===== src/rtl/lcd_bcd_writer.sv =====
`default_nettype none
// ============================================================================
// Module   : lcd_bcd_writer
// Purpose  : Streams a BCD reading, optional decimal point and a degree/unit
//            suffix to an HD44780-style character LCD over an 8-bit bus.
// Revision : 1.0 - initial release
// ============================================================================
module lcd_bcd_writer #(
    parameter int NDIG        = 4,
    parameter int DP_POS      = 1,
    parameter int EN_CYCLES   = 2,
    parameter int WAIT_CYCLES = 3,
    parameter int CLR_WAIT    = 5
) (
    input  logic              clk,
    input  logic              rst,
    input  logic              start,
    input  logic [4*NDIG-1:0] bcd,
    input  logic              unit_f,
    output logic              busy,
    output logic              done,
    output logic [7:0]        lcd_data,
    output logic              rs,
    output logic              rw,
    output logic              en
);

    localparam int c_max_a   = (EN_CYCLES > WAIT_CYCLES) ? EN_CYCLES : WAIT_CYCLES;
    localparam int c_max_cyc = (c_max_a > CLR_WAIT) ? c_max_a : CLR_WAIT;
    localparam int c_cnt_w   = $clog2(c_max_cyc + 1);

    localparam logic [c_cnt_w-1:0] c_en_load   = c_cnt_w'(EN_CYCLES - 1);
    localparam logic [c_cnt_w-1:0] c_wait_load = c_cnt_w'(WAIT_CYCLES - 1);
    localparam logic [c_cnt_w-1:0] c_clr_load  = c_cnt_w'(CLR_WAIT - 1);
    localparam logic [2:0]         c_top_idx   = 3'(NDIG - 1);
    localparam logic [2:0]         c_dp_idx    = 3'(DP_POS);

    typedef enum logic [2:0] {
        S_IDLE   = 3'd0,
        S_INIT   = 3'd1,
        S_CLEAR  = 3'd2,
        S_HOME   = 3'd3,
        S_DIGIT  = 3'd4,
        S_POINT  = 3'd5,
        S_SUFFIX = 3'd6,
        S_FIN    = 3'd7
    } state_t;

    state_t              state_q, state_d;
    logic [2:0]          idx_q, idx_d;
    logic [c_cnt_w-1:0]  cnt_q, cnt_d;
    logic                gap_q, gap_d;
    logic                init_q, init_d;
    logic [4*NDIG-1:0]   bcd_q, bcd_d;
    logic                unit_q, unit_d;
    logic                busy_q, busy_d;
    logic                done_q, done_d;
    logic                en_q, en_d;
    logic                rs_q, rs_d;
    logic [7:0]          data_q, data_d;

    logic [NDIG-1:0]     w_lead_zero;
    logic                w_launch;
    state_t              w_nxt_state;
    logic [2:0]          w_nxt_idx;
    logic [3:0]          w_nib;
    logic                w_blank;
    logic [7:0]          w_byte;
    logic                w_byte_rs;

    // w_lead_zero[i]: digit i and every more significant digit are zero
    always_comb begin : p_lead_zero
        logic run;
        run         = 1'b1;
        w_lead_zero = '0;
        for (int i = NDIG - 1; i >= 0; i--) begin
            run            = run & (bcd_q[4*i +: 4] == 4'd0);
            w_lead_zero[i] = run;
        end
    end

    always_comb begin
        w_nib     = 4'd0;
        w_blank   = 1'b0;
        for (int i = 0; i < NDIG; i++) begin
            if (i == int'(w_nxt_idx)) begin
                w_nib   = bcd_q[4*i +: 4];
                w_blank = w_lead_zero[i] && (i > DP_POS);
            end
        end
        w_byte    = 8'h00;
        w_byte_rs = 1'b1;
        case (w_nxt_state)
            S_INIT:  begin w_byte = 8'h0C; w_byte_rs = 1'b0; end
            S_CLEAR: begin w_byte = 8'h01; w_byte_rs = 1'b0; end
            S_HOME:  begin w_byte = 8'h02; w_byte_rs = 1'b0; end
            S_DIGIT: begin
                if (w_blank)
                    w_byte = 8'h20;
                else if (w_nib > 4'd9)
                    w_byte = 8'h2D;
                else
                    w_byte = {4'h3, w_nib};
            end
            S_POINT: w_byte = 8'h2E;
            S_SUFFIX: begin
                case (w_nxt_idx)
                    3'd0:    w_byte = 8'h20;
                    3'd1:    w_byte = 8'hDF;
                    default: w_byte = unit_q ? 8'h46 : 8'h43;
                endcase
            end
            default: w_byte = 8'h00;
        endcase
    end

    always_comb begin
        state_d     = state_q;
        idx_d       = idx_q;
        cnt_d       = cnt_q;
        gap_d       = gap_q;
        init_d      = init_q;
        bcd_d       = bcd_q;
        unit_d      = unit_q;
        busy_d      = busy_q;
        done_d      = 1'b0;
        en_d        = en_q;
        rs_d        = rs_q;
        data_d      = data_q;
        w_launch    = 1'b0;
        w_nxt_state = S_IDLE;
        w_nxt_idx   = 3'd0;

        case (state_q)
            S_IDLE, S_FIN: begin
                // FIN doubles as an idle slot so back-to-back frames lose no cycle
                if (start) begin
                    w_launch    = 1'b1;
                    w_nxt_state = init_q ? S_HOME : S_INIT;
                    bcd_d       = bcd;
                    unit_d      = unit_f;
                    busy_d      = 1'b1;
                end else begin
                    state_d = S_IDLE;
                end
            end
            default: begin
                if (!gap_q) begin
                    if (cnt_q == '0) begin
                        gap_d = 1'b1;
                        en_d  = 1'b0;
                        cnt_d = (state_q == S_CLEAR || state_q == S_HOME) ? c_clr_load : c_wait_load;
                    end else begin
                        cnt_d = cnt_q - c_cnt_w'(1);
                    end
                end else if (cnt_q != '0) begin
                    cnt_d = cnt_q - c_cnt_w'(1);
                end else begin
                    case (state_q)
                        S_INIT: begin
                            w_launch    = 1'b1;
                            w_nxt_state = S_CLEAR;
                        end
                        S_CLEAR, S_HOME: begin
                            w_launch    = 1'b1;
                            w_nxt_state = S_DIGIT;
                            w_nxt_idx   = c_top_idx;
                        end
                        S_DIGIT: begin
                            w_launch = 1'b1;
                            if (idx_q == 3'd0) begin
                                w_nxt_state = S_SUFFIX;
                            end else if ((DP_POS > 0) && (idx_q == c_dp_idx)) begin
                                w_nxt_state = S_POINT;
                                w_nxt_idx   = idx_q;
                            end else begin
                                w_nxt_state = S_DIGIT;
                                w_nxt_idx   = idx_q - 3'd1;
                            end
                        end
                        S_POINT: begin
                            w_launch    = 1'b1;
                            w_nxt_state = S_DIGIT;
                            w_nxt_idx   = idx_q - 3'd1;
                        end
                        S_SUFFIX: begin
                            if (idx_q == 3'd2) begin
                                state_d = S_FIN;
                                busy_d  = 1'b0;
                                done_d  = 1'b1;
                                init_d  = 1'b1;
                                gap_d   = 1'b0;
                            end else begin
                                w_launch    = 1'b1;
                                w_nxt_state = S_SUFFIX;
                                w_nxt_idx   = idx_q + 3'd1;
                            end
                        end
                        default: state_d = S_IDLE;
                    endcase
                end
            end
        endcase

        if (w_launch) begin
            state_d = w_nxt_state;
            idx_d   = w_nxt_idx;
            en_d    = 1'b1;
            gap_d   = 1'b0;
            cnt_d   = c_en_load;
            rs_d    = w_byte_rs;
            data_d  = w_byte;
        end
    end

    always_ff @(posedge clk or posedge rst) begin
        if (rst) begin
            state_q <= S_IDLE;
            idx_q   <= 3'd0;
            cnt_q   <= '0;
            gap_q   <= 1'b0;
            init_q  <= 1'b0;
            bcd_q   <= '0;
            unit_q  <= 1'b0;
            busy_q  <= 1'b0;
            done_q  <= 1'b0;
            en_q    <= 1'b0;
            rs_q    <= 1'b0;
            data_q  <= 8'h00;
        end else begin
            state_q <= state_d;
            idx_q   <= idx_d;
            cnt_q   <= cnt_d;
            gap_q   <= gap_d;
            init_q  <= init_d;
            bcd_q   <= bcd_d;
            unit_q  <= unit_d;
            busy_q  <= busy_d;
            done_q  <= done_d;
            en_q    <= en_d;
            rs_q    <= rs_d;
            data_q  <= data_d;
        end
    end

    assign busy     = busy_q;
    assign done     = done_q;
    assign lcd_data = data_q;
    assign rs       = rs_q;
    assign rw       = 1'b0;
    assign en       = en_q;

endmodule
`default_nettype wire


===== config.mk =====
export PLATFORM = sky130hd
export DESIGN_NAME = lcd_bcd_writer
export DESIGN_NICKNAME = d
export VERILOG_FILES = /design/src/rtl/lcd_bcd_writer.sv
export SDC_FILE = /design/constraint.sdc
export NUM_CORES = 1
export LEC_CHECK = 0
export ABC_AREA = 1
export ABC_CLOCK_PERIOD_IN_PS = 2100
export BUFFER_PORTS_ARGS = -buffer_cell sky130_fd_sc_hd__buf_2
export CAP_MARGIN = 5
export CELL_PAD_IN_SITES_DETAIL_PLACEMENT = 0
export CELL_PAD_IN_SITES_GLOBAL_PLACEMENT = 1
export CORE_UTILIZATION = 39
export CTS_BUF_LIST = sky130_fd_sc_hd__clkbuf_4
export DETAILED_ROUTE_END_ITERATION = 12
export MAX_ROUTING_LAYER = met4
export PLACE_DENSITY_LB_ADDON = 0.1
export SYNTH_ARGS = -nofsm -noshare
export SYNTH_HDL_FRONTEND = slang
export SYNTH_SLANG_ARGS = --single-unit

===== constraint.sdc =====
create_clock -name clk -period 2.1 [get_ports clk]
set_input_delay 0.63 -clock clk [delete_from_list [all_inputs] [get_ports clk]]
set_output_delay 0.63 -clock clk [all_outputs]
set_load 0.05 [all_outputs]

**After elaboration in Yosys (flattened, before gate mapping)**

Index checks and enable logic that the tools add are counted.
Widths: inputs -> output; s select.

- Register bits: 40
- Input bits: 20
- Output and inout port bits: 13
- Word-level logic and storage cells: 140

- Add/subtract/negate cells: 3
- $lt $le $gt $ge: 1
- Eq/ne operators: 28
- Mux-type cells: 68
- Bitwise logic cells: 3
- Reduce and logical (&&, ||, !) cells: 25

Operators by type and width:

| kind | number |
|---|---|
| $mux 3 | 23 |
| $pmux 8 s6 | 1 |
| $mux 1 | 30 |
| $pmux 3 s4 | 2 |
| $eq 3x3->1 const B | 7 |
| $mux 4 | 4 |
| $pmux 8 s2 | 1 |
| $eq 3x2->1 const B | 5 |
| $logic_not 3->1 | 5 |
| $reduce_and 5->1 | 3 |
| $eq 3x1->1 const B | 4 |
| $mux 5 | 2 |
| $logic_not 4->1 | 2 |
| $reduce_bool 2->1 | 4 |
| $eq 3x3->1 const A | 2 |
| $mux 2 | 3 |
| $ne 3x1->1 const B | 2 |
| $pmux 3 s2 | 1 |
| $reduce_bool 3->1 | 2 |
| $reduce_or 3->1 | 2 |
| $sub 3x1->3 const B | 2 |
| $reduce_or 5->1 | 1 |
| $gt 4x4->1 const B | 1 |
| $ne 2x1->1 const B | 2 |
| other kinds (13) | 17 |

**Longest topological paths before layout**

- Depth after elaboration: 16
- Gate-level depth with buffers: 19
- Gate-level depth less buffers: 19

**Worst setup path after synthesis**

Ideal clock, no wire load.

- Path kind: reg2reg
- From: register idx_q[0]
- To: register data_q[2] (netlist: lcd_data[2])
- Setup time: 0.124 ns
- Data arrival time: 1.858 ns
- Required time: 1.976 ns
- Slack: 0.118 ns
- Stages on the path, launching flop included: 17
- Path buffers: 0
- Period minus slack after synthesis: 1.982 ns
- Cell sequence: dfrtp_1 -> inv_1 -> ha_1 -> nand2_1 -> inv_1 -> nor2_2 -> nand2_1 -> nand2_2 -> nand2_2 -> nand2_4 -> nor2_4 -> inv_1 -> nor2_1 -> inv_1 -> nand2_1 -> a31oi_1 -> nand3_2

- Longest elaborated chain between the ends: 16
- Elaborated cells between the ends (all ways): 47
- Those cells by class: 2 x add/sub; 1 x order compare; 12 x eq/ne; 29 x mux; 3 x reduce/logical

Ends and longest elaborated chain:

| item | line | source |
|---|---|---|
| start: declaration | 50 | `logic [2:0] idx_q, idx_d;` |
| start signal: assignment | 232 | `idx_q <= idx_d;` |
| $sub 3x1->3 / $eq 3x1->1 (equally long branches) | 178, 184, 173 |  |
| $mux 3 | 173 | `end else if ((DP_POS > 0) && (idx_q == c_dp_idx)) begin` |
| $mux 3 | 171 | `if (idx_q == 3'd0) begin` |
| $pmux 3 s4 | 159 | `case (state_q)` |
| $mux 3 | 156 | `end else if (cnt_q != '0) begin` |
| $mux 3 | 148 | `if (!gap_q) begin` |
| $mux 3 | 134 | `case (state_q)` |
| $logic_not 3->1 | 86 | `if (i == int'(w_nxt_idx)) begin` |
| $mux 4 (4 in series) | 86 |  |
| $gt 4x4->1 | 100 | `else if (w_nib > 4'd9)` |
| $mux 5 | 100 |  |
| $mux 5 | 98 | `if (w_blank)` |
| $pmux 8 s6 | 93 | `case (w_nxt_state)` |
| end signal: assignment | 242 | `data_q <= data_d;` |
| end: declaration | 60 | `logic [7:0] data_q, data_d;` |

Parallel ways exist; a longest one is shown, timed or not.
A chain may end at the register's enable or synchronous reset.

**Worst setup path after layout**

- From: register idx_q[1]
- To: register data_q[1] (netlist: lcd_data[1])

The elaborated chain is that of the path after synthesis.

==> results.yml <==
yosys:
  avgSynthCellArea_um2: 7.552
  yosys_register_bits: 40
  synth_area_um2: 2326
  synth_sequential_area_ratio_pct: 43.03
  syn-num-nets: 335
  synth_cells: 308
  yosysWarnings: 0
  synth.distinct_cells: 35
clocking:
  cts_tree: "yes"
  hold_buffers: 0
  cts.sinks: 40
  cts_max_level: 2
  cts_buffer_depth: 2
  cts_buffers: 5
  cts.clk_slew.worst_paths_ns: 0.13
  cts_root_buffer: "clkbuf_4"
  clock_latency_ns: 0.35
place:
  placed_area_um2: 2721
  dp_cells: 428
  place_congestion: 0.8324
  io_buffers: 31
  dp_hpwl_um: 4010
timing:
  maxSlewHeadroom_pct: 65.78
  finalMaxSlewViolations: 0
  worst_slew_pin_slew_ns: 0.5133
  rsz0062_at_grt: "yes"
  fin_worst_skew_ns: 0.008791
  timing_hold_violations_final: 0
  period_needed_ns: 2.219
  fin_hold_ws_ns: 0.3852
  clock.fmax_mhz: 450.6
  finalSetupViolations: 5
  setup_ws_ns: -0.1191
  fin_crit_sh_pct: 105.7
finish:
  finish.utilization_pct: 54.36
  drive_gt1_share_pct: 35.56
  syn_to_final_growth_pct: 31.85
  fill_cells: 553
  final_area_um2: 3067
  stdcell_count: 446
  final_nets: 400
  diodes: 0
detailed_routing:
  ant_nets: 0
  wl_per_cell_um: 12.43
  drt_iter0_markers: 101
  dr.pass1.iters: 4
  vias: 2097
  drc_errors: 0
  drt_wl_total_um: 5544
  vias_per_cell: 4.702
setup_path:
  r2r-start: "idx_q[1]"
  worstReg2RegEnd: "lcd_data[1]"
  crit_required_ns: 2.35
  reg2reg_slack_ns: -0.12
  crit_start: "idx_q[1]"
  ff2ff_path_depth: 17
  cp-start-kind: "register"
  path_class: "register to register"
  end_kind: "register"
  cp.arrival_ns: 2.47
  worstPathMaxFanout: 5
  crit_path_end: "lcd_data[1]"
die:
  ios: 33
  initial_core_util_pct: 41.23
  die_w_um: 79.23
  die_area_um2: 6277
  core.rowCount: 27
  chipHeight_um: 79.23
  coreArea_um2: 5642
status:
  outcome: "finished, violations left"
  violations: "setup timing"
power_and_ir_drop:
  ir_drop_uv: 396.7
  power_leakage_nw: 1.660
  powerDensity_nw_per_um2: 699.1
global_routing:
  track_usage_pct: 19.23
  antenna_found_initial: 0
  grt_max_degree: 41
  first_global_vias: 1883
  grt_overflow: 0
  grt_pass1_wl_um: 8970
job:
  drv_cap: 0
hold_path:
  hold_class: "input pin to asynchronous set/reset pin"
[state kept, by name, summed over array words and instances, names as in the netlist]
signal	flops
en	1
unit_q	1
state_q	3
init_q	1
busy	1
idx_q	3
gap_q	1
bcd_q	16
rs	1
cnt_q	3
lcd_data	8
done	1
[metal layers]
layer | part of all wire (%) | vias to the layer above | global-route usage [%] | wire, um
li1 | - | 1091 | - | -
met1 | 50 | 939 | 27.23 | 2794
met2 | 45 | 54 | 28.02 | 2500
met3 | 3.1 | 13 | 3.448 | 173
met4 | 1.3 | 0 | 5.455 | 74
met5 | 0 | - | - | 0
[cells in the mapped netlist]
library cell / count / area [um2]
o21ai_0: 22 / 110.1
nor2_4: 3 / 33.78
nand4_2: 1 / 12.51
inv_2: 4 / 15.01
a21o_1: 1 / 7.510
buf_2: 1 / 5.000
conb_1: 1 / 3.750
nor3_1: 4 / 20.02
a31oi_1: 1 / 6.260
dfrtp_1: 40 / 1001
a211oi_1: 1 / 7.510
nand4_1: 1 / 6.260
a21oi_2: 1 / 8.760
xnor2_1: 1 / 8.760
o211ai_1: 1 / 7.510
nor2_1: 25 / 93.84
ha_1: 7 / 87.58
inv_1: 39 / 146.4
buf_4: 1 / 7.510
nand2_1: 100 / 375.4
nor4_1: 2 / 12.51
o211a_1: 1 / 10.01
nand3_1: 20 / 100.1
o21ai_2: 1 / 8.760
nor2_2: 2 / 12.51
nor2_8: 2 / 40.04
clkbuf_1: 3 / 11.26
nand2_2: 6 / 37.54
buf_6: 1 / 11.26
a21oi_1: 6 / 30.03
o31ai_1: 1 / 7.510
nand3_2: 3 / 30.03
nand3b_1: 1 / 7.510
xor2_1: 1 / 8.760
nand2_4: 3 / 33.78
[logic make-up after synthesis]
| group | count (synthesis) | share of synthesized area (%) |
|---|---|---|
| flip-flops | 40 | 43.03 |
| AO/OA/AOI/OAI | 36 | 8.769 |
| other | 1 | 0.1612 |
| AND/OR/NAND/NOR | 173 | 35.07 |
| adder cells (fa/ha/maj) | 7 | 3.765 |
| buffers and inverters | 49 | 8.445 |
| XOR/XNOR | 2 | 0.7532 |
[how the worst min path moves through the flow]
| stage | from | to | cells past startpoint |
|---|---|---|---|
| 2_1_floorplan | init_q | init_q | 2 |
| 3_3_place_gp | init_q | init_q | 2 |
| 3_5_place_dp | init_q | init_q | 2 |
| 4_1_cts | rst | gap_q | 3 |
| 5_1_grt | rst | lcd_data[5] | 3 |
| 6_report | rst | bcd_q[6] | 3 |
[critical path: stages (launching register included)]
cell and delay, ns:
dfrtp_1 0.44, inv_2 0.11, buf_4 0.15, ha_4 0.15
nand2_2 0.05, nand3_1 0.06, nor2_1 0.14, nand2_1 0.09
nand2_2 0.14, nand2_4 0.07, nand2_4 0.09, nor2_4 0.06
nor2_4 0.17, nand2_2 0.09, nand4_4 0.08, nand2_4 0.08
nand3b_1 0.08, nand3_1 0.06
[what timing repair did]
action | 4_1_cts | 5_1_grt
endpoints found under the setup margin | 6 | 7
resized for setup | 6 | 41
setup buffers | 3 | 7
pin swaps | 5 | 22
[cell usage in the layout, fill, tap and decap left out, types with 2 or more instances in the layout]
cell,n
nand2_1,84
inv_2,9
nand2_4,6
nor2_8,2
ha_1,3
nor2_2,2
nor4_1,2
buf_12,3
nand3_2,10
o21ai_0,20
nor2_1,24
buf_2,31
o21ai_1,2
dfrtp_1,39
nor3_1,4
nand2_2,19
buf_4,30
nor2_4,4
clkbuf_4,5
ha_4,4
inv_1,33
nand3_1,13
a21oi_1,6
[area by class of cell]
cell class              count  area [um2]  share of cell area, %
multi-input cells         219        1290                  42.06
repair buffers             64       440.4                  14.36
flip-flops and latches     40        1002                  32.68
clock buffers               5       37.54                  1.224
well taps                  72       90.09                  2.938
inverters                  43       163.9                  5.345
clock inverters             3       42.54                  1.387
[through the flow]
stage	worst slack (ns)	power [mW]	setup TNS, ns
final	-0.1191	2.144	-0.4809
after global routing	-0.2845	2.305	-1.305
after CTS	-0.07573	2.105	-0.2664
after detailed placement	-0.1381	1.561	-0.5689
after global placement	-0.1309	1.562	-0.5238
after floorplan	0.1181	1.368	0
[report_power, final]
part	switching (mW)	leakage, nW	internal [mW]	total (mW)
combinational	0.443	1.12	0.260	0.702
sequential	0.0564	0.493	0.858	0.914
clock	0.279	0.0428	0.249	0.528
total	0.778	1.66	1.37	2.14
No activity file was read; power rests on OpenSTA's default activity.
